$ cat src/rtl/cla_seq_adder_ctrl_pkg.sv
// Shared types and defaults for the word-serial CLA adder sequencer.
package cla_seq_adder_ctrl_pkg;

  typedef enum logic [1:0] {IDLE, RUN, DONE} cla_seq_state_t;

  localparam int CLA_WIDTH = 4;

endpackage

$ cat src/rtl/cla_seq_adder_ctrl_if.sv
// Operand request and result channels of the sequencer, both valid/ready.
interface cla_seq_adder_ctrl_if #(
  parameter int WIDTH = 4,
  parameter int WORDS = 4
);
  localparam int N = WIDTH * WORDS;

  logic         in_valid;
  logic         in_ready;
  logic [N-1:0] in_a;
  logic [N-1:0] in_b;
  logic         in_cin;
  logic         out_valid;
  logic         out_ready;
  logic [N-1:0] out_sum;
  logic         out_cout;
  logic         out_ovf;
  logic         busy;

  modport slave (
    input  in_valid, in_a, in_b, in_cin, out_ready,
    output in_ready, out_valid, out_sum, out_cout, out_ovf, busy
  );

  modport master (
    output in_valid, in_a, in_b, in_cin, out_ready,
    input  in_ready, out_valid, out_sum, out_cout, out_ovf, busy
  );

endinterface

$ cat src/rtl/cla_seq_adder_ctrl_cla.sv
// Purely combinational WIDTH-bit carry-lookahead adder slice.
module carry_lookahead_adder
  import cla_seq_adder_ctrl_pkg::*;
#(
  parameter int WIDTH = CLA_WIDTH
) (
  input  logic [WIDTH-1:0] a,
  input  logic [WIDTH-1:0] b,
  input  logic             cin,
  output logic [WIDTH-1:0] sum,
  output logic             cout
);

  logic [WIDTH-1:0] g;
  logic [WIDTH-1:0] p;
  logic [WIDTH:0]   c;

  assign g = a & b;
  assign p = a ^ b;

  // Each carry is the flat sum of generate terms ANDed with all propagates above them.
  always_comb begin
    logic ci;
    logic pp;
    c    = '0;
    c[0] = cin;
    for (int i = 0; i < WIDTH; i++) begin
      ci = g[i];
      pp = p[i];
      for (int j = i - 1; j >= 0; j--) begin
        ci = ci | (pp & g[j]);
        pp = pp & p[j];
      end
      c[i+1] = ci | (pp & cin);
    end
  end

  assign sum  = p ^ c[WIDTH-1:0];
  assign cout = c[WIDTH];

endmodule

$ cat src/rtl/cla_seq_adder_ctrl.sv
// Adds two WORDS*WIDTH-bit operands on one WIDTH-bit CLA slice, LSW first,
// one word per clock with the carry registered between beats.
module cla_seq_adder_ctrl
  import cla_seq_adder_ctrl_pkg::*;
#(
  parameter int WIDTH = CLA_WIDTH,
  parameter int WORDS = 4
) (
  input  logic                 clk,
  input  logic                 rst,
  cla_seq_adder_ctrl_if.slave  bus
);

  localparam int N    = WIDTH * WORDS;
  localparam int IDXW = (WORDS > 1) ? $clog2(WORDS) : 1;
  localparam logic [IDXW-1:0] LAST_IDX = IDXW'(WORDS - 1);

  cla_seq_state_t  state;
  logic [IDXW-1:0] idx;
  logic            carry;
  logic [N-1:0]    a_reg;
  logic [N-1:0]    b_reg;
  logic [N-1:0]    sum_reg;
  logic            cout_reg;
  logic            ovf_reg;
  logic            in_ready_reg;
  logic            out_valid_reg;
  logic            busy_reg;

  logic [WIDTH-1:0] sl_a;
  logic [WIDTH-1:0] sl_b;
  logic [WIDTH-1:0] sl_sum;
  logic             sl_cout;

  assign sl_a = a_reg[int'(idx)*WIDTH +: WIDTH];
  assign sl_b = b_reg[int'(idx)*WIDTH +: WIDTH];

  carry_lookahead_adder #(.WIDTH(WIDTH)) u_cla (
    .a    (sl_a),
    .b    (sl_b),
    .cin  (carry),
    .sum  (sl_sum),
    .cout (sl_cout)
  );

  always_ff @(posedge clk or posedge rst) begin
    if (rst) begin
      state         <= IDLE;
      idx           <= '0;
      carry         <= 1'b0;
      a_reg         <= '0;
      b_reg         <= '0;
      sum_reg       <= '0;
      cout_reg      <= 1'b0;
      ovf_reg       <= 1'b0;
      in_ready_reg  <= 1'b1;
      out_valid_reg <= 1'b0;
      busy_reg      <= 1'b0;
    end else begin
      case (state)
        IDLE: begin
          if (bus.in_valid) begin
            a_reg        <= bus.in_a;
            b_reg        <= bus.in_b;
            carry        <= bus.in_cin;
            idx          <= '0;
            state        <= RUN;
            in_ready_reg <= 1'b0;
            busy_reg     <= 1'b1;
          end
        end
        RUN: begin
          sum_reg[int'(idx)*WIDTH +: WIDTH] <= sl_sum;
          carry                             <= sl_cout;
          if (idx == LAST_IDX) begin
            state         <= DONE;
            out_valid_reg <= 1'b1;
            cout_reg      <= sl_cout;
            // Top slice sum bit is the result sign bit.
            ovf_reg       <= (a_reg[N-1] == b_reg[N-1]) && (sl_sum[WIDTH-1] != a_reg[N-1]);
          end else begin
            idx <= idx + IDXW'(1);
          end
        end
        DONE: begin
          if (bus.out_ready) begin
            state         <= IDLE;
            out_valid_reg <= 1'b0;
            in_ready_reg  <= 1'b1;
            busy_reg      <= 1'b0;
          end
        end
        default: begin
          state         <= IDLE;
          out_valid_reg <= 1'b0;
          in_ready_reg  <= 1'b1;
          busy_reg      <= 1'b0;
        end
      endcase
    end
  end

  assign bus.in_ready  = in_ready_reg;
  assign bus.out_valid = out_valid_reg;
  assign bus.out_sum   = sum_reg;
  assign bus.out_cout  = cout_reg;
  assign bus.out_ovf   = ovf_reg;
  assign bus.busy      = busy_reg;

endmodule

$ cat src/flat_wrapper.sv
// flat-port wrapper written by rule: the top's interface ports become plain ports
module cla_seq_adder_ctrl_flat import cla_seq_adder_ctrl_pkg::*;
#(
  parameter int WIDTH = CLA_WIDTH,
  parameter int WORDS = 4
)
  (clk, rst, bus_in_valid, bus_in_a, bus_in_b, bus_in_cin, bus_out_ready, bus_in_ready, bus_out_valid, bus_out_sum, bus_out_cout, bus_out_ovf, bus_busy);
  cla_seq_adder_ctrl_if #(.WIDTH(WIDTH), .WORDS(WORDS)) bus_i ();
  input  logic clk;
  input  logic rst;
  input wire logic [$bits(bus_i.in_valid)-1:0] bus_in_valid;
  input wire logic [$bits(bus_i.in_a)-1:0] bus_in_a;
  input wire logic [$bits(bus_i.in_b)-1:0] bus_in_b;
  input wire logic [$bits(bus_i.in_cin)-1:0] bus_in_cin;
  input wire logic [$bits(bus_i.out_ready)-1:0] bus_out_ready;
  output wire logic [$bits(bus_i.in_ready)-1:0] bus_in_ready;
  output wire logic [$bits(bus_i.out_valid)-1:0] bus_out_valid;
  output wire logic [$bits(bus_i.out_sum)-1:0] bus_out_sum;
  output wire logic [$bits(bus_i.out_cout)-1:0] bus_out_cout;
  output wire logic [$bits(bus_i.out_ovf)-1:0] bus_out_ovf;
  output wire logic [$bits(bus_i.busy)-1:0] bus_busy;
  assign bus_i.in_valid = bus_in_valid;
  assign bus_i.in_a = bus_in_a;
  assign bus_i.in_b = bus_in_b;
  assign bus_i.in_cin = bus_in_cin;
  assign bus_i.out_ready = bus_out_ready;
  assign bus_in_ready = bus_i.in_ready;
  assign bus_out_valid = bus_i.out_valid;
  assign bus_out_sum = bus_i.out_sum;
  assign bus_out_cout = bus_i.out_cout;
  assign bus_out_ovf = bus_i.out_ovf;
  assign bus_busy = bus_i.busy;
  cla_seq_adder_ctrl #(.WIDTH(WIDTH), .WORDS(WORDS)) u_core (.clk(clk), .rst(rst), .bus(bus_i));
endmodule
$ cat config.mk
export PLATFORM = sky130hd
export DESIGN_NAME = cla_seq_adder_ctrl_flat
export DESIGN_NICKNAME = d
export VERILOG_FILES = /design/src/rtl/cla_seq_adder_ctrl_pkg.sv /design/src/rtl/cla_seq_adder_ctrl_if.sv /design/src/rtl/cla_seq_adder_ctrl_cla.sv /design/src/rtl/cla_seq_adder_ctrl.sv /design/src/flat_wrapper.sv
export SDC_FILE = /design/constraint.sdc
export NUM_CORES = 1
export LEC_CHECK = 0
export CAP_MARGIN = 25
export CORE_MARGIN = 1
export CORE_UTILIZATION = 54
export DETAILED_ROUTE_END_ITERATION = 8
export PLACE_DENSITY = 0.82
export SLEW_MARGIN = 20
export SYNTH_ARGS = -nofsm -noshare
export SYNTH_HDL_FRONTEND = slang
export SYNTH_HIERARCHICAL = 1
export SYNTH_SLANG_ARGS = --single-unit
$ cat constraint.sdc
create_clock -name clk -period 5.28 [get_ports clk]
set_input_delay 1.32 -clock clk [delete_from_list [all_inputs] [get_ports clk]]
set_output_delay 1.32 -clock clk [all_outputs]
set_load 0.02 [all_outputs]
==> summary.md, run 1 <==
| Metric | Value |
|---|---|
| Run status | `finished clean` |
| Vias in the first global route | `1803` |
| Die outline area | `5250 µm²` |
| Starting density of the core | `56.4%` |
| Slew Limit Fails | `0` |
| Endpoint type of the worst setup path | `flip-flop` |
| RSZ-0062 raised after global routing | `no` |
| Area of the multi-input gates | `1130 µm²` |
| Power share of the sequential group | `32.8%` |
| Post-CTS sizing | `0` |
| Comb pwr share | `47.1%` |
| Buffers inserted by post-CTS timing repair | `0` |
| Root Driver | `sky130_fd_sc_hd__clkbuf_8` |
| Number of warnings reported in the yosys synthesis log | `6` |
| Unique cell type count in the Yosys netlist | `34` |
| Post-synthesis sequential area ratio | `54.2%` |
| Num CTS Buffers | `9` |
| Mean Syn Cell Area | `14.6 µm²` |
| Final HPWL from detailed placement | `3500 µm` |
| Worst Path Required | `5.51 ns` |
| Post-Syn Area | `2680 µm²` |
| Number of DRC violations after detailed-routing iteration 0 | `57` |
| Clock transition at path regs | `0.07 ns` |
| Number of violations of the max-capacitance limit | `0` |
| Peak supply drop | `0.000379 V` |
| Actual transition at the worst max-transition pin | `0.773 ns` |
| Vias | `1687` |
| Slew HR | `48.5%` |
| Final-report hold violation count | `0` |
| Buffers plus inverters on the worst setup path | `0` |
| Count of TritonRoute iterations in the first routing pass | `4` |
| Detail-routed via count per cell | `5.29` |
| Worst Setup Slack, final | `2.15 ns` |
| Crit Path Category | `flip-flop to flip-flop` |
| Flip-flop and latch area | `1450 µm²` |
| Largest incremental delay on the critical path | `0.85 ns` |
| Total power density per cell area | `710 nW/µm²` |
| Area growth from synthesis to final layout | `32.2%` |
| Leakage | `1.53 nW` |
| Gate Count Post-Synth | `184` |
| GRT Residual Overflow | `0` |
| Vertical die dimension | `72.5 µm` |
| Summed negative setup slack over all endpoints | `0 ns` |
| WP data arrival | `3.36 ns` |
| Final GP Congestion | `0.803` |
| Post-placement worst setup slack | `2.15 ns` |
| Fraction of synthesized area in multiplexers | `21.4%` |
| Slowest cell on the critical path | `sky130_fd_sc_hd__dfrtp_1` |
| Largest net degree at the start of global routing | `59` |
| Async set or reset register ratio after synthesis | `100%` |
| Ratio of cells with drive above 1 in the final layout | `25.8%` |
| Critical path's top delay family | `multiplexers` |
| Synth Area in Simple Gates | `5.56%` |
| HP Class | `flip-flop to flip-flop` |
| Clock tree from TritonCTS | `yes` |
| Parity-gate share of the synthesized area counting xor and xnor cells | `0.980%` |
| Die outline width | `72.5 µm` |
| Number of clock sinks | `58` |
| Clock skew | `0.00658 ns` |
| Count of port buffers added during placement | `57` |
| Buffers from clock root to sink, at most | `2` |
| Finish-stage setup viols | `0` |
| Switching Power | `0.921 mW` |
| Count of hold buffers inserted by post-cts repair | `0` |
| Total routing resource utilization after global routing | `23.0%` |
| Startpoint Class | `flip-flop` |
| Count of flip-flops with a built-in enable after synthesis | `0` |
| Time the final worst path needs with I/O delays and setup | `3.13 ns` |
| IO Pins | `58` |
| List of cells traversed by the critical path | `mux4_2 > ha_1 > a21o_1 > a31o_1 > xor2_1 > o22ai_1 > mux2_2` |
| Number of nets produced by synthesis | `232` |
| Combinational family with the most area after synthesis | `multiplexers` |
| Synthesis-stage register bit count | `58` |
| Antenna violations before repair | `0` |
| Number of cell rows | `25` |
| First-pass GRT wire length | `8830 µm` |
| ANT nets after route | `0` |
| Antenna cell count | `0` |
| Internal power | `1.59 mW` |
| Relative contribution of the clock network to total power | `20.1%` |
| Final-stage net count | `295` |
| Final routed wirelength across all metal layers | `4980 µm` |
| Standard cell core area | `4750 µm²` |
| Top achievable clock speed | `319 MHz` |
| Fillcell total | `333` |
| Post-synthesis compound-gate area fraction | `8.82%` |
| Number of levels in the clock H-tree | `3` |
| Top_reg_cell synth | `sky130_fd_sc_hd__dfrtp_1` |
| Adder-cell share of the synthesized area | `5.42%` |
| Clk Latency, worst-skew pair | `0.34 ns` |
| Number of remaining DRC errors | `0` |
| Switching share of power | `36.6%` |
| Mean routed wirelength per cell | `15.6 µm` |
| Largest driver fanout on the critical path | `15` |
| Ratio of final minimum period to clock period | `59.3%` |
[cells by family after synthesis]
family / count (synthesis)
xor gates and xnor gates: 3
buffers and inverters: 17
and+or+nand+nor: 22
muxes: 43
AOI/OAI and AO/OA: 30
adders and majority gates: 11
DFF: 58
[power groups by stage]
stage | Combinational, mW | Sequential (mW) | Clock [mW]
2_1_floorplan | 0.880 | 0.805 | 0
5_1_grt | 1.31 | 0.855 | 0.537
4_1_cts | 1.19 | 0.825 | 0.516
3_5_place_dp | 1.19 | 0.826 | 0
6_report | 1.18 | 0.824 | 0.507
3_3_place_gp | 1.17 | 0.822 | 0
[tightest hold or removal path, cell delays in order (launching register included)]
cell and delay, ns:
sky130_fd_sc_hd__dfstp_2 0.37, sky130_fd_sc_hd__inv_1 0.04, sky130_fd_sc_hd__a21oi_1 0.05
[cell usage in the layout (no fill, tap or decap), types with 2 or more instances in the layout]
cell type and n:
sky130_fd_sc_hd__a21o_1 4, sky130_fd_sc_hd__a21oi_1 2, sky130_fd_sc_hd__a22o_1 16, sky130_fd_sc_hd__buf_4 2, sky130_fd_sc_hd__bufinv_16 3, sky130_fd_sc_hd__clkbuf_8 11, sky130_fd_sc_hd__clkdlybuf4s50_1 57, sky130_fd_sc_hd__clkinv_2 2
sky130_fd_sc_hd__dfrtp_1 57, sky130_fd_sc_hd__ha_1 10, sky130_fd_sc_hd__inv_1 9, sky130_fd_sc_hd__mux2_2 34, sky130_fd_sc_hd__mux4_2 8, sky130_fd_sc_hd__nand2_1 6, sky130_fd_sc_hd__nand2b_1 2, sky130_fd_sc_hd__nand3b_1 3
sky130_fd_sc_hd__nor2_1 2, sky130_fd_sc_hd__nor2b_1 3, sky130_fd_sc_hd__o21ai_0 2, sky130_fd_sc_hd__xnor2_1 2
[cell type report]
| type | instances | area share (%) |
|---|---|---|
| clock buffer | 11 | 4.27 |
| timing repair buffer | 59 | 16.5 |
| clock inverter | 5 | 2.83 |
| multi-input combinational | 109 | 31.9 |
| inverter | 10 | 1.06 |
| tap | 67 | 2.37 |
| sequential | 58 | 41.0 |
[Yosys cell counts, types with 2 or more instances]
library cell               instances  area [µm²]
sky130_fd_sc_hd__xnor2_1           2        17.5
sky130_fd_sc_hd__a22o_1           16         140
sky130_fd_sc_hd__buf_2             2        10.0
sky130_fd_sc_hd__nor2b_1           3        18.8
sky130_fd_sc_hd__ha_1             10         125
sky130_fd_sc_hd__a21oi_1           2        10.0
sky130_fd_sc_hd__nand2b_1          2        12.5
sky130_fd_sc_hd__inv_1            10        37.5
sky130_fd_sc_hd__mux2_2           34         383
sky130_fd_sc_hd__a21o_1            4        30.0
sky130_fd_sc_hd__buf_6             4        45.0
sky130_fd_sc_hd__nor2_1            2        7.51
sky130_fd_sc_hd__dfrtp_1          57        1430
sky130_fd_sc_hd__nand2_1           6        22.5
sky130_fd_sc_hd__o21ai_0           2        10.0
sky130_fd_sc_hd__nand3b_1          3        22.5
sky130_fd_sc_hd__mux4_2            8         180
[final timing paths]
path                                                       from                         endpoint  slack, ns  depth (start not counted)
worst max-delay path                  u_core/idx[0]$_DFFE_PP0P_   u_core/bus.out_ovf$_DFFE_PP0P_       2.15                          7
worst min-delay path            u_core/bus.in_ready$_DFFE_PP1P_  u_core/bus.in_ready$_DFFE_PP1P_       0.46                          2
worst max register to register        u_core/idx[0]$_DFFE_PP0P_   u_core/bus.out_ovf$_DFFE_PP0P_       2.15                          7
worst min register to register  u_core/bus.in_ready$_DFFE_PP1P_  u_core/bus.in_ready$_DFFE_PP1P_       0.46                          2
max in group asynchronous                                   rst      u_core/b_reg[8]$_DFFE_PP0P_       3.32                          3
min in group asynchronous                                   rst      u_core/a_reg[0]$_DFFE_PP0P_       1.50                          3
[routing by layer]
| layer | vias up | GRT usage, % | wire length [µm] |
|---|---|---|---|
| met1 | 825 | 30.6 | 2300 |
| li1 | 803 | - | - |
| met4 | 0 | 12.2 | 82 |
| met3 | 8 | 5.83 | 194 |
| met2 | 51 | 34.9 | 2400 |
| met5 | - | 0 | 0 |
[metrics by stage]
stage | total power [mW] | area [µm²] | util, % | hold WS, ns | std cells
floorplan | 1.68 | 2680 | - | 0.453 | 184
global placement | 1.99 | 3290 | 69.2 | 0.451 | 303
detailed placement | 2.02 | 3290 | 69.2 | 0.452 | 303
CTS | 2.54 | 3540 | 74.5 | 0.462 | 319
global route | 2.70 | 3540 | 74.5 | 0.492 | 319
finish | 2.51 | 3540 | 74.5 | 0.462 | 319
Note: power is estimated with default switching activity, not from simulation.
==> inputs of run 2 (changes only) <==
--- a/config.mk
+++ b/config.mk
@@ -7,9 +7,9 @@
 export LEC_CHECK = 0
 export CAP_MARGIN = 25
 export CORE_MARGIN = 1
-export CORE_UTILIZATION = 54
+export CORE_UTILIZATION = 45
 export DETAILED_ROUTE_END_ITERATION = 8
-export PLACE_DENSITY = 0.82
+export PLACE_DENSITY = 0.73
 export SLEW_MARGIN = 20
 export SYNTH_ARGS = -nofsm -noshare
 export SYNTH_HDL_FRONTEND = slang
==> constraint.sdc (replaced) <==
create_clock -name clk -period 2.8 [get_ports clk]
set_input_delay 0.7 -clock clk [delete_from_list [all_inputs] [get_ports clk]]
set_output_delay 0.7 -clock clk [all_outputs]
set_load 0.02 [all_outputs]
==> run 2 against run 1 <==
Critical path depth unchanged. Critical endpoint unchanged. Combinational power increased by 100%. Power increased by 83%. First-iteration DRC count decreased by 14%. Global-route usage decreased by 4.3 points. Maximum frequency increased by 22%. Sequential share of layout area increased by 0.23 points.
==> summary.md, run 2 (same netlist as run 1, synthesis figures left out) <==
| Metric | Value |
|---|---|
| Clk Latency, worst-skew pair | `0.33 ns (about the same)` |
| Number of remaining DRC errors | `0 (unchanged)` |
| Clock transition at path regs | `0.06 ns (about the same)` |
| Number of violations of the max-capacitance limit | `0 (unchanged)` |
| Flip-flop and latch area | `1450 µm² (unchanged)` |
| Final GP Congestion | `0.749 (-6.7%)` |
| Endpoint type of the worst setup path | `flip-flop` |
| Top achievable clock speed | `388 MHz (+22%)` |
| Run status | `finished clean` |
| Critical R2R Launch | `u_core/idx[0]$_DFFE_PP0P_` |
| Number of levels in the clock H-tree | `3 (unchanged)` |
| Final-report hold violation count | `0 (unchanged)` |
| Vias in the first global route | `1711 (-5.1%)` |
| Actual transition at the worst max-transition pin | `0.500 ns (-0.273 ns)` |
| Area growth from synthesis to final layout | `31.4%` |
| Die outline width | `79.2 µm (+9.3%)` |
| Root Driver | `sky130_fd_sc_hd__clkbuf_8` |
| Final-stage net count | `297 (+0.68%)` |
| Area of the multi-input gates | `1130 µm² (unchanged)` |
| Summed negative setup slack over all endpoints | `0 ns (unchanged)` |
| Leakage | `1.51 nW (-1.0%)` |
| Launch point of the critical path | `u_core/idx[0]$_DFFE_PP0P_` |
| IO Pins | `58 (unchanged)` |
| HP Class | `flip-flop to flip-flop` |
| Worst Setup Slack, final | `0.223 ns (-1.93 ns)` |
| Crit Path Category | `flip-flop to flip-flop` |
| Time the final worst path needs with I/O delays and setup | `2.58 ns (-0.554 ns)` |
| WP data arrival | `2.79 ns (-0.57 ns)` |
| Mean routed wirelength per cell | `15.2 µm (-2.7%)` |
| First-pass GRT wire length | `8460 µm (-4.1%)` |
| Peak supply drop | `0.000623 V (+64%)` |
| Final routed wirelength across all metal layers | `4950 µm (-0.58%)` |
| Detail-routed via count per cell | `5.26 (-0.52%)` |
| Antenna violations before repair | `0 (unchanged)` |
| Final HPWL from detailed placement | `3660 µm (+4.5%)` |
| Total routing resource utilization after global routing | `18.6% (-4.3 points)` |
| Count of port buffers added during placement | `57 (unchanged)` |
| Ratio of cells with drive above 1 in the final layout | `26.0% (+0.19 points)` |
| Buffers inserted by post-CTS timing repair | `0 (unchanged)` |
| Metal-1 WL | `2350 µm (+2.2%)` |
| Wire length on met3 | `195 µm (+0.52%)` |
| Vertical die dimension | `79.2 µm (+9.3%)` |
| Antenna cell count | `0 (unchanged)` |
| Total power density per cell area | `1310 nW/µm² (+84%)` |
| Largest driver fanout on the critical path | `10 (-5)` |
| Worst hold path depth | `2 (unchanged)` |
| RSZ-0062 raised after global routing | `no` |
| Fillcell total | `468 (+41%)` |
| Clock tree from TritonCTS | `yes` |
| Number of clock sinks | `58 (unchanged)` |
| Hold Startpoint | `u_core/bus.in_ready$_DFFE_PP1P_` |
| WL met2 | `2260 µm (-5.8%)` |
| Clock skew | `0.00589 ns (-0.000684 ns)` |
| Area of all placed cells without fillers | `3520 µm² (-0.57%)` |
| Count of TritonRoute iterations in the first routing pass | `4 (unchanged)` |
| Slew HR | `66.4% (+18 points)` |
| Buffers from clock root to sink, at most | `2 (unchanged)` |
| GRT Residual Overflow | `0 (unchanged)` |
| Vias | `1715 (+1.7%)` |
| Number of DRC violations after detailed-routing iteration 0 | `49 (-14%)` |
| Ratio of final minimum period to clock period | `92.0% (+33 points)` |
| Startpoint Class | `flip-flop` |
| Post-CTS sizing | `0 (unchanged)` |
| Uppermost metal layer occupied by signal nets | `met4` |
| ANT nets after route | `0 (unchanged)` |
| Worst Path Required | `3.02 ns (-2.49 ns)` |
| Largest net degree at the start of global routing | `59 (unchanged)` |
| Finish-stage setup viols | `0 (unchanged)` |
| Highest-count cells in the layout ignoring fill and taps | `57 x sky130_fd_sc_hd__clkdlybuf4s50_1, 57 x sky130_fd_sc_hd__dfrtp_1, 34 x sky130_fd_sc_hd__mux2_2` |
| Post-placement worst setup slack | `0.192 ns (-1.96 ns)` |
| Depth of the most critical reg-to-reg path | `7 (unchanged)` |
| Standard cell core area | `5610 µm² (+18%)` |
| Number of cell rows | `27 (+8.0%)` |
| Slew Limit Fails | `0 (unchanged)` |
| Starting density of the core | `47.8% (-8.6 points)` |
| Num CTS Buffers | `9 (unchanged)` |
| Count of hold buffers inserted by post-cts repair | `0 (unchanged)` |
| Area post-placement | `3340 µm² (+1.4%)` |
| Die outline area | `6270 µm² (+19%)` |
-- run 2: changes by cell type in the layout (fill, tap and decap cells not counted), sizes merged --
cell / previous run / this run
bufinv: 3 / 1
clkbuf: 11 / 10
buf: 2 / 4
clkinvlp: 0 / 1
clkinv: 2 / 4
-- run 2: final cells by class --
class                   instances  area share [%]
multi-input cells             109            32.1
clock buffers                  10            3.62
well taps                      72            2.56
clock inverters                 6            1.63
repair buffers                 61            17.8
flip-flops and latches         58            41.2
inverters                      10            1.07
-- run 2: routing by layer --
metal | GRT usage [%] | vias up
li1 | - | 810
met1 | 24.2 | 848
met2 | 28.0 | 44
met3 | 5.29 | 13
met4 | 10.4 | 0
met5 | 0 | -
-- run 2: worst paths after layout --
kind,end,slack (ns)
min reg2reg,u_core/bus.in_ready$_DFFE_PP1P_,0.46
max in group asynchronous,u_core/bus.in_ready$_DFFE_PP1P_,1.75
max reg2reg,u_core/bus.out_ovf$_DFFE_PP0P_,0.22
min in group asynchronous,u_core/a_reg[2]$_DFFE_PP0P_,0.74
max,u_core/bus.out_ovf$_DFFE_PP0P_,0.22
min,u_core/bus.in_ready$_DFFE_PP1P_,0.46
-- run 2: worst max-delay path: stages (launching register included) --
cell and delay (ns):
sky130_fd_sc_hd__dfrtp_1 0.52, sky130_fd_sc_hd__buf_4 0.26, sky130_fd_sc_hd__mux4_2 0.52, sky130_fd_sc_hd__ha_1 0.33, sky130_fd_sc_hd__a31o_1 0.24, sky130_fd_sc_hd__xor2_1 0.22
sky130_fd_sc_hd__o22ai_1 0.10, sky130_fd_sc_hd__mux2_2 0.26
-- run 2: through the flow --
step | total power, mW | utilization (%) | hold slack, ns | std cells
4_1_cts | 4.68 | 62.8 | 0.465 | 326
6_report | 4.61 | 62.8 | 0.461 | 326
2_1_floorplan | 3.18 | - | 0.453 | 184
3_3_place_gp | 3.88 | 59.5 | 0.450 | 310
3_5_place_dp | 3.94 | 59.5 | 0.455 | 310
5_1_grt | 4.98 | 62.8 | 0.492 | 326
-- run 2: report_power, final --
group          total, mW  internal (mW)  switching (mW)
clock              0.715          0.404           0.311
sequential          1.52           1.22           0.294
combinational       2.38           1.24            1.14
total               4.61           2.87            1.74
==> inputs of run 3 (changes only) <==
--- a/config.mk
+++ b/config.mk
@@ -10,7 +10,7 @@
 export CORE_UTILIZATION = 45
 export DETAILED_ROUTE_END_ITERATION = 8
 export PLACE_DENSITY = 0.73
-export SLEW_MARGIN = 20
+export SLEW_MARGIN = 30
 export SYNTH_ARGS = -nofsm -noshare
 export SYNTH_HDL_FRONTEND = slang
 export SYNTH_HIERARCHICAL = 1
==> results of run 3 <==
No change in the layout: final DEF, timing and power equal those of run 2.
